$ cat config.mk
export PLATFORM = sky130hd
export DESIGN_NAME = fetch
export DESIGN_NICKNAME = d
export VERILOG_FILES = /design/src/rtl/fetch_pkg.sv /design/src/rtl/fetch.sv
export SDC_FILE = /design/constraint.sdc
export NUM_CORES = 1
export LEC_CHECK = 0
export CAP_MARGIN = 10
export CORE_MARGIN = 3
export CORE_UTILIZATION = 44
export CTS_CLUSTER_DIAMETER = 40
export DETAILED_ROUTE_END_ITERATION = 6
export PLACE_DENSITY_LB_ADDON = 0.12
export SLEW_MARGIN = 20
export SYNTH_ARGS = -nofsm -noshare
export SYNTH_HDL_FRONTEND = slang
export SYNTH_SLANG_ARGS = --single-unit
$ cat constraint.sdc
create_clock -name clk -period 2.19 [get_ports clk]
set_input_delay 0.438 -clock clk [delete_from_list [all_inputs] [get_ports clk]]
set_output_delay 0.438 -clock clk [all_outputs]
set_load 0.05 [all_outputs]
$ cat src/rtl/fetch_pkg.sv
// Shared widths, state encoding and PC helper for the instruction fetch stage.
package fetch_pkg;

  localparam int CPU_ADDR_WIDTH  = 32;
  localparam int CPU_INSTR_WIDTH = 32;

  localparam logic [CPU_INSTR_WIDTH-1:0] INSTR_NOP = '0;
  localparam logic [CPU_ADDR_WIDTH-1:0]  PC_STEP   = CPU_ADDR_WIDTH'(4);

  typedef enum logic [1:0] {
    ST_ISSUE = 2'd0,
    ST_WAIT  = 2'd1,
    ST_HOLD  = 2'd2
  } fetch_state_e;

  // Sequential successor; wraps naturally at the top of the address space.
  function automatic logic [CPU_ADDR_WIDTH-1:0] next_seq_pc(input logic [CPU_ADDR_WIDTH-1:0] pc);
    return pc + PC_STEP;
  endfunction

endpackage

$ cat src/rtl/fetch.sv
// Instruction fetch stage: one outstanding bus read, zero-latency bypass of the
// response word, a single-entry hold buffer for downstream stalls, and redirect handling.
module fetch
  import fetch_pkg::*;
#(
  parameter logic [CPU_ADDR_WIDTH-1:0] RESET_PC = 32'hBFC0_0000
) (
  input  logic                       clk,
  input  logic                       rst,
  input  logic                       i_exec_stall,
  input  logic                       i_mem_stall,
  input  logic                       i_jump_valid,
  input  logic [CPU_ADDR_WIDTH-1:0]  i_jump_addr,
  output logic [CPU_ADDR_WIDTH-1:0]  o_ibus_addr,
  output logic                       o_ibus_rd,
  input  logic                       i_ibus_accept,
  input  logic                       i_ibus_rdy,
  input  logic [CPU_INSTR_WIDTH-1:0] i_ibus_data,
  input  logic                       i_ibus_err,
  output logic [CPU_INSTR_WIDTH-1:0] o_instr,
  output logic [CPU_ADDR_WIDTH-1:0]  o_pc,
  output logic                       o_fetch_stall,
  output logic                       o_ibus_fault
);

  fetch_state_e               r_state;
  logic [CPU_ADDR_WIDTH-1:0]  r_fetch_pc;
  logic                       r_discard;
  logic [CPU_INSTR_WIDTH-1:0] r_hold_data;
  logic                       r_hold_err;
  logic [CPU_ADDR_WIDTH-1:0]  r_hold_pc;

  logic                       w_resp_live;
  logic                       w_word_valid;
  logic                       w_down_stall;
  logic                       w_consume;
  logic [CPU_INSTR_WIDTH-1:0] w_word;
  logic                       w_word_err;

  // A response flagged for discard never counts as a deliverable word.
  assign w_resp_live  = (r_state == ST_WAIT) && i_ibus_rdy && !r_discard;
  assign w_word_valid = w_resp_live || (r_state == ST_HOLD);
  assign w_down_stall = i_exec_stall || i_mem_stall;
  assign w_consume    = w_word_valid && !w_down_stall && !i_jump_valid;

  assign w_word     = (r_state == ST_HOLD) ? r_hold_data : i_ibus_data;
  assign w_word_err = (r_state == ST_HOLD) ? r_hold_err  : i_ibus_err;

  assign o_ibus_rd     = (r_state == ST_ISSUE);
  assign o_ibus_addr   = r_fetch_pc;
  assign o_fetch_stall = !w_word_valid || i_jump_valid;
  assign o_instr       = (o_fetch_stall || w_word_err) ? INSTR_NOP : w_word;
  assign o_ibus_fault  = !o_fetch_stall && w_word_err;
  assign o_pc          = (r_state == ST_HOLD) ? r_hold_pc : r_fetch_pc;

  always_ff @(posedge clk) begin
    if (rst) begin
      r_state     <= ST_ISSUE;
      r_fetch_pc  <= RESET_PC;
      r_discard   <= 1'b0;
      r_hold_data <= '0;
      r_hold_err  <= 1'b0;
      r_hold_pc   <= '0;
    end else begin
      case (r_state)
        ST_ISSUE: begin
          if (i_jump_valid) r_fetch_pc <= i_jump_addr;
          // A read accepted alongside a redirect fetches the old address, so drop it.
          if (i_ibus_accept) begin
            r_state   <= ST_WAIT;
            r_discard <= i_jump_valid;
          end
        end
        ST_WAIT: begin
          if (i_jump_valid) r_fetch_pc <= i_jump_addr;
          if (i_ibus_rdy) begin
            r_discard <= 1'b0;
            if (w_consume) begin
              r_fetch_pc <= next_seq_pc(r_fetch_pc);
              r_state    <= ST_ISSUE;
            end else if (r_discard || i_jump_valid) begin
              r_state <= ST_ISSUE;
            end else begin
              r_state     <= ST_HOLD;
              r_hold_data <= i_ibus_data;
              r_hold_err  <= i_ibus_err;
              r_hold_pc   <= r_fetch_pc;
            end
          end else if (i_jump_valid) begin
            r_discard <= 1'b1;
          end
        end
        ST_HOLD: begin
          if (i_jump_valid) begin
            r_fetch_pc  <= i_jump_addr;
            r_state     <= ST_ISSUE;
            r_hold_data <= '0;
            r_hold_err  <= 1'b0;
          end else if (!w_down_stall) begin
            r_fetch_pc <= next_seq_pc(r_fetch_pc);
            r_state    <= ST_ISSUE;
          end
        end
        default: r_state <= ST_ISSUE;
      endcase
    end
  end

endmodule

# Word-level counts from Yosys, hierarchy flattened
# Cells that the tools add are included.
# totals
reg_bits	100
latch_bits	0
ram_bits	0
romBits	0
out_inout_bits	99
n_memories	0
# classes
add_sub_neg	1
mul	0
n_div	0
n_lt_le_gt_ge	0
n_eq_ne	9
n_shift	0
muxes	31
bitwise_logic	2
reduce_logical	24
# ops
operator	n
$mux W32	12
$pmux W32 S3	1
$pmux W32 S2	1
$add A32 B3 Y32 const B	1
$mux W2	6
$mux W1	8
$ne A2 B2 Y1 const B	4
$ne A3 B3 Y1 const B	2
$pmux W2 S3	1
$reduce_and A3 Y1	2
$logic_and A1 B1 Y1	5
$logic_not A1 Y1	5
$logic_or A1 B1 Y1	5
$reduce_and A5 Y1	1
$pmux W1 S2	2
$reduce_and A4 Y1	1
$reduce_bool A2 Y1	2
$reduce_bool A3 Y1	1
$eq A2 B1 Y1 const B	1
$eq A2 B2 Y1 const B	1
$logic_not A2 Y1	1
$ne A2 B1 Y1 const B	1
$not A1 Y1	2
$reduce_and A2 Y1	1

# Longest topological paths before layout
# Gate-level depths: netlist of the first run.
# logic_depth
ltp_word	9
depth_mapped	10
ltp_nobuf	8

# Least setup slack after synthesis of the first run
# Ideal clock, no wire load.
# synth_path
path_kind	reg2out
from	register r_state[0]
to	output o_pc[14]
arrival_time_ns	2.508
required_time_ns	1.752
slack_ns	-0.756
stages_incl_launch_ff	8
n_path_buf	4
cell_sequence	dfxtp_1 > inv_1 > ha_1 > clkbuf_1 > clkbuf_1 > clkbuf_1 > clkbuf_1 > o21ai_0
# synth_via
elab_chain_len	2
# synth_lines
item	line	rtl
start: declaration	fetch.sv:26	fetch_state_e r_state;
start signal: assignment	fetch.sv:58	r_state <= ST_ISSUE;
start signal: assignment	fetch.sv:70	r_state <= ST_WAIT;
start signal: assignment	fetch.sv:80	r_state <= ST_ISSUE;
$eq A2 B2 Y1	fetch.sv:54	assign o_pc = (r_state == ST_HOLD) ? r_hold_pc : r_fetch_pc;
$mux W32	fetch.sv:54	
end: declaration	fetch.sv:21	output logic [CPU_ADDR_WIDTH-1:0] o_pc,
# No other way between the ends.

# Worst setup path in the final report of the first run
# layout_path
from	register r_state[1]
to	output o_instr[2]
# layout_via
elab_chain_len	8
word_cells_on_any_way	11
# layout_lines
item	line	rtl
$eq A2 B1 Y1	fetch.sv:41	assign w_resp_live = (r_state == ST_WAIT) && i_ibus_rdy && !r_discard;
$logic_and A1 B1 Y1 (2 in a row)	fetch.sv:41	
$logic_or A1 B1 Y1	fetch.sv:42	assign w_word_valid = w_resp_live || (r_state == ST_HOLD);
$logic_not A1 Y1	fetch.sv:51	assign o_fetch_stall = !w_word_valid || i_jump_valid;
$logic_or A1 B1 Y1	fetch.sv:51	
$logic_or A1 B1 Y1	fetch.sv:52	assign o_instr = (o_fetch_stall || w_word_err) ? INSTR_NOP : w_word;
$mux W32 (*)	fetch.sv:52	
end: declaration	fetch.sv:20	output logic [CPU_INSTR_WIDTH-1:0] o_instr,
# Every way passes the cells marked *; elsewhere a longest branch is shown, timed or not.

==> out/qor.csv, run 1 <==
metric,value,unit
outcome,finished with violations,
failing checks,negative setup slack,
worst setup timing slack at the placement stage,-0.472,ns
Yosys warning total,0,
largest net degree at the start of global routing,45,
Async SR Flop Fraction,0,
final design utilization,0.774,
synthesized instance count,824,
Worst R2R End,o_ibus_addr[26],
WP data required,1.75,ns
final hold violation count,0,
number of nets with antenna violations after routing,0,
post-route clock period utilization,1.13,
total detailed-routing wirelength,25100,um
GRT Max-Usage Layer,met2,
post-CTS clock slew at the launch and capture registers of the worst setup and hold paths,0.07,ns
synthesized area per cell,7.37,um^2
number of enable flip-flop cells after synthesis,0,
level count of the clock H-tree,3,
via count,7667,
starting density of the core,0.455,
hold bufs inserted after CTS,0,
path depth of the worst reg2reg path,11,
antenna violations before repair,0,
"flops & latches, synth",100,
met2 capacity usage during global routing,0.527,
worst hold stages,2,
layout cell share with drive strength beyond 1,0.343,
all-layer global routing usage,0.313,
clock latency on the worst-skew pair,0.36,ns
die footprint,15200,um^2
Min-Delay Endpoint,r_hold_pc[30],
final worst path period need,2.47,ns
Max Transition Viols Final,0,
number of distinct standard cells referenced by the synthesized netlist,64,
number of max-cap violations,0,
critical path class,register to output pin,
Post-Place Cell Area,8860,um^2
Syn-to-layout area delta,70.2,%
sequential share of the synthesized area,0.330,
endpoint arrival time on the critical path,2.03,ns
hold slack,0.458,ns
worst slew pin tran,0.549,ns
setup slack of the most critical reg-to-reg path,-0.19,ns
final-report setup violation count,89,
deepest clock path buffer count,2,
Inserted Clock Buffers,9,
wire length of the first global-routing pass,37500,um
I/O pin count,171,
vias in the first global route,7128,
area of all placed cells without fillers,10300,um^2
drt first-iter violations,833,
Std-Cell Core Area,13300,um^2
DRC violation count after routing,0,
Hold Crit Start,r_hold_pc[30],
worst min path class,register to register,
post-DP HPWL,16700,um
instance count after placement with tap cells included,1211,
"Primary FF master, synth",dfxtp_1,
setup repair after global routing missed its margin,yes,
Static Leak,4.05,nW
post-layout net count,1157,
P per Cell Area,798,nW/um^2
weighted congestion at the end of routability-driven global placement,0.920,
"Power, Total",8.24,mW
final global-route overflow total,0,
worst setup slack after layout,-0.279,ns
"leading cell type in the layout, fill and taps excluded",buf_4,
fraction of met1 tracks used by global routing,0.391,
horizontal die dimension,123,um
GR met3 Demand/Resource,0.0586,
setup_tns,-13.75,ns
remaining max-slew budget at the tightest pin,0.634,
Synthesized Nets,900,
"leading cell types in the layout, fill and taps excluded","buf_4 (121), nand2_1 (104), a21oi_1 (91), dfxtp_1 (91), clkdlybuf4s50_1 (85)",
category of the worst setup path capture point,output pin,
worst vdd ir,0.475,mV
"Max FO, Critical Path",7,
Peak Freq,405,MHz
Synth Cell Area,6070,um^2
final cell count without fillers,1260,
antenna cell count,0,
TritonCTS Sinks,100,
Worst setup SP type,register,
beginning of the worst register-to-register path,r_state[1],
standard-cell rows,42,
Avg Vias per Cell,6.08,
clock tree from TritonCTS,done,
routed wirelength normalized by instance count,19.9,um
vertical extent of the die,123,um
Setup Skew,0.00793,ns
Port Buf Inserts,170,
root cell of the clock tree,clkbuf_16,
detailed-routing iteration count for the pre-antenna-repair pass,6,
-- power breakdown --
group | total, mW | internal, mW | leakage [nW] | switching [mW]
sequential | 2.23 | 1.99 | 0.818 | 0.239
clock | 1.87 | 1.14 | 0.165 | 0.736
combinational | 4.14 | 1.73 | 3.07 | 2.41
total | 8.24 | 4.86 | 4.05 | 3.38
-- synth_stat cells, drive strengths merged (2+ instances only) --
master,count,share of area
a221oi,7,0.011
o2111ai,4,0.0058
a31o,2,0.0029
a21oi,96,0.079
o221ai,7,0.010
xnor2,5,0.0072
nand2,106,0.066
and3,6,0.0062
a31oi,9,0.0093
a22oi,40,0.049
o211ai,2,0.0025
a222oi,2,0.0033
o21a,4,0.0049
o22ai,7,0.0072
xor2,3,0.0043
clkbuf,55,0.034
or3,6,0.0070
mux2,35,0.065
nor3b,2,0.0025
inv,11,0.0068
a211oi,6,0.0074
o311ai,3,0.0043
ha,4,0.0082
o21ba,2,0.0033
nor2,95,0.059
a221o,3,0.0049
nor3,16,0.013
a32oi,4,0.0058
nor4,4,0.0041
or4,3,0.0037
nand3,14,0.012
a21o,6,0.0074
nor2b,41,0.042
buf,20,0.014
and2,3,0.0031
nand4b,2,0.0029
o21ai,49,0.040
nand2b,9,0.0093
and4,6,0.0087
dfxtp,100,0.33
nand4,9,0.0093
-- logic make-up (layout without fill, tap and decap cells) --
group                      count (synthesis)  after routing  synth area share
buffers and inverters                     86            346            0.0548
xor gates and xnor gates                   8              8            0.0115
muxes                                     36             36            0.0666
DFF                                      100            100             0.330
adders and majority gates                  4              4           0.00824
AOI/OAI and AO/OA                        265            265             0.277
and+or+nand+nor                          325            325             0.252
-- worst max-delay path by stage --
stage,start,slack [ns],end
global placement,i_ibus_rdy,-0.36,o_ibus_addr[22]
detailed placement,i_ibus_rdy,-0.47,o_ibus_addr[5]
finish,r_state[1],-0.28,o_instr[2]
floorplan,r_state[0],-0.003,o_ibus_addr[22]
global route,r_state[1],-0.35,o_instr[29]
CTS,r_state[1],-0.26,o_instr[3]
-- area by class of cell --
class                      count  area [um^2]
inverter                      11         43.8
tap                          176          220
clock buffer                  10          239
timing repair buffer         321         3400
multi-input combinational    638         4320
sequential                   100         2020
clock inverter                 4         98.8
fill                         931         3020
-- state kept, by name, summed over array words and instances, names as in the netlist --
register	cells
o_ibus_addr	32
r_discard	1
r_hold_data	32
r_hold_err	1
r_hold_pc	32
r_state	2
-- metal layers --
| layer | part of all wire | wire length (um) | vias up |
|---|---|---|---|
| li1 | - | - | 3489 |
| met5 | 0 | 0 | - |
| met1 | 0.39 | 9900 | 3686 |
| met4 | 0.035 | 875 | 0 |
| met3 | 0.082 | 2060 | 67 |
| met2 | 0.49 | 12300 | 425 |
-- what timing repair did --
action	CTS	global route
endpoints found under the setup margin	73	105
pin swaps	11	24
gates cloned	5	2
endpoints found under the hold margin	0	0
gates resized for setup	117	88
setup buffers	17	17
-- worst max-delay path: stages, from the launching register on --
cell      delay, ns
dfxtp_4        0.36
inv_4          0.07
ha_4           0.13
nor2b_4        0.16
a21o_1         0.17
nand2_4        0.06
nand2b_4       0.17
buf_12         0.14
buf_16         0.15
nor2_4         0.10
buf_8          0.15
(Power assumes the default switching activity.)
==> run 2: changes to the inputs <==
- ABC_AREA: default -> 0
==> results of run 2 <==
No change in the layout: final DEF, timing and power equal those of run 1.
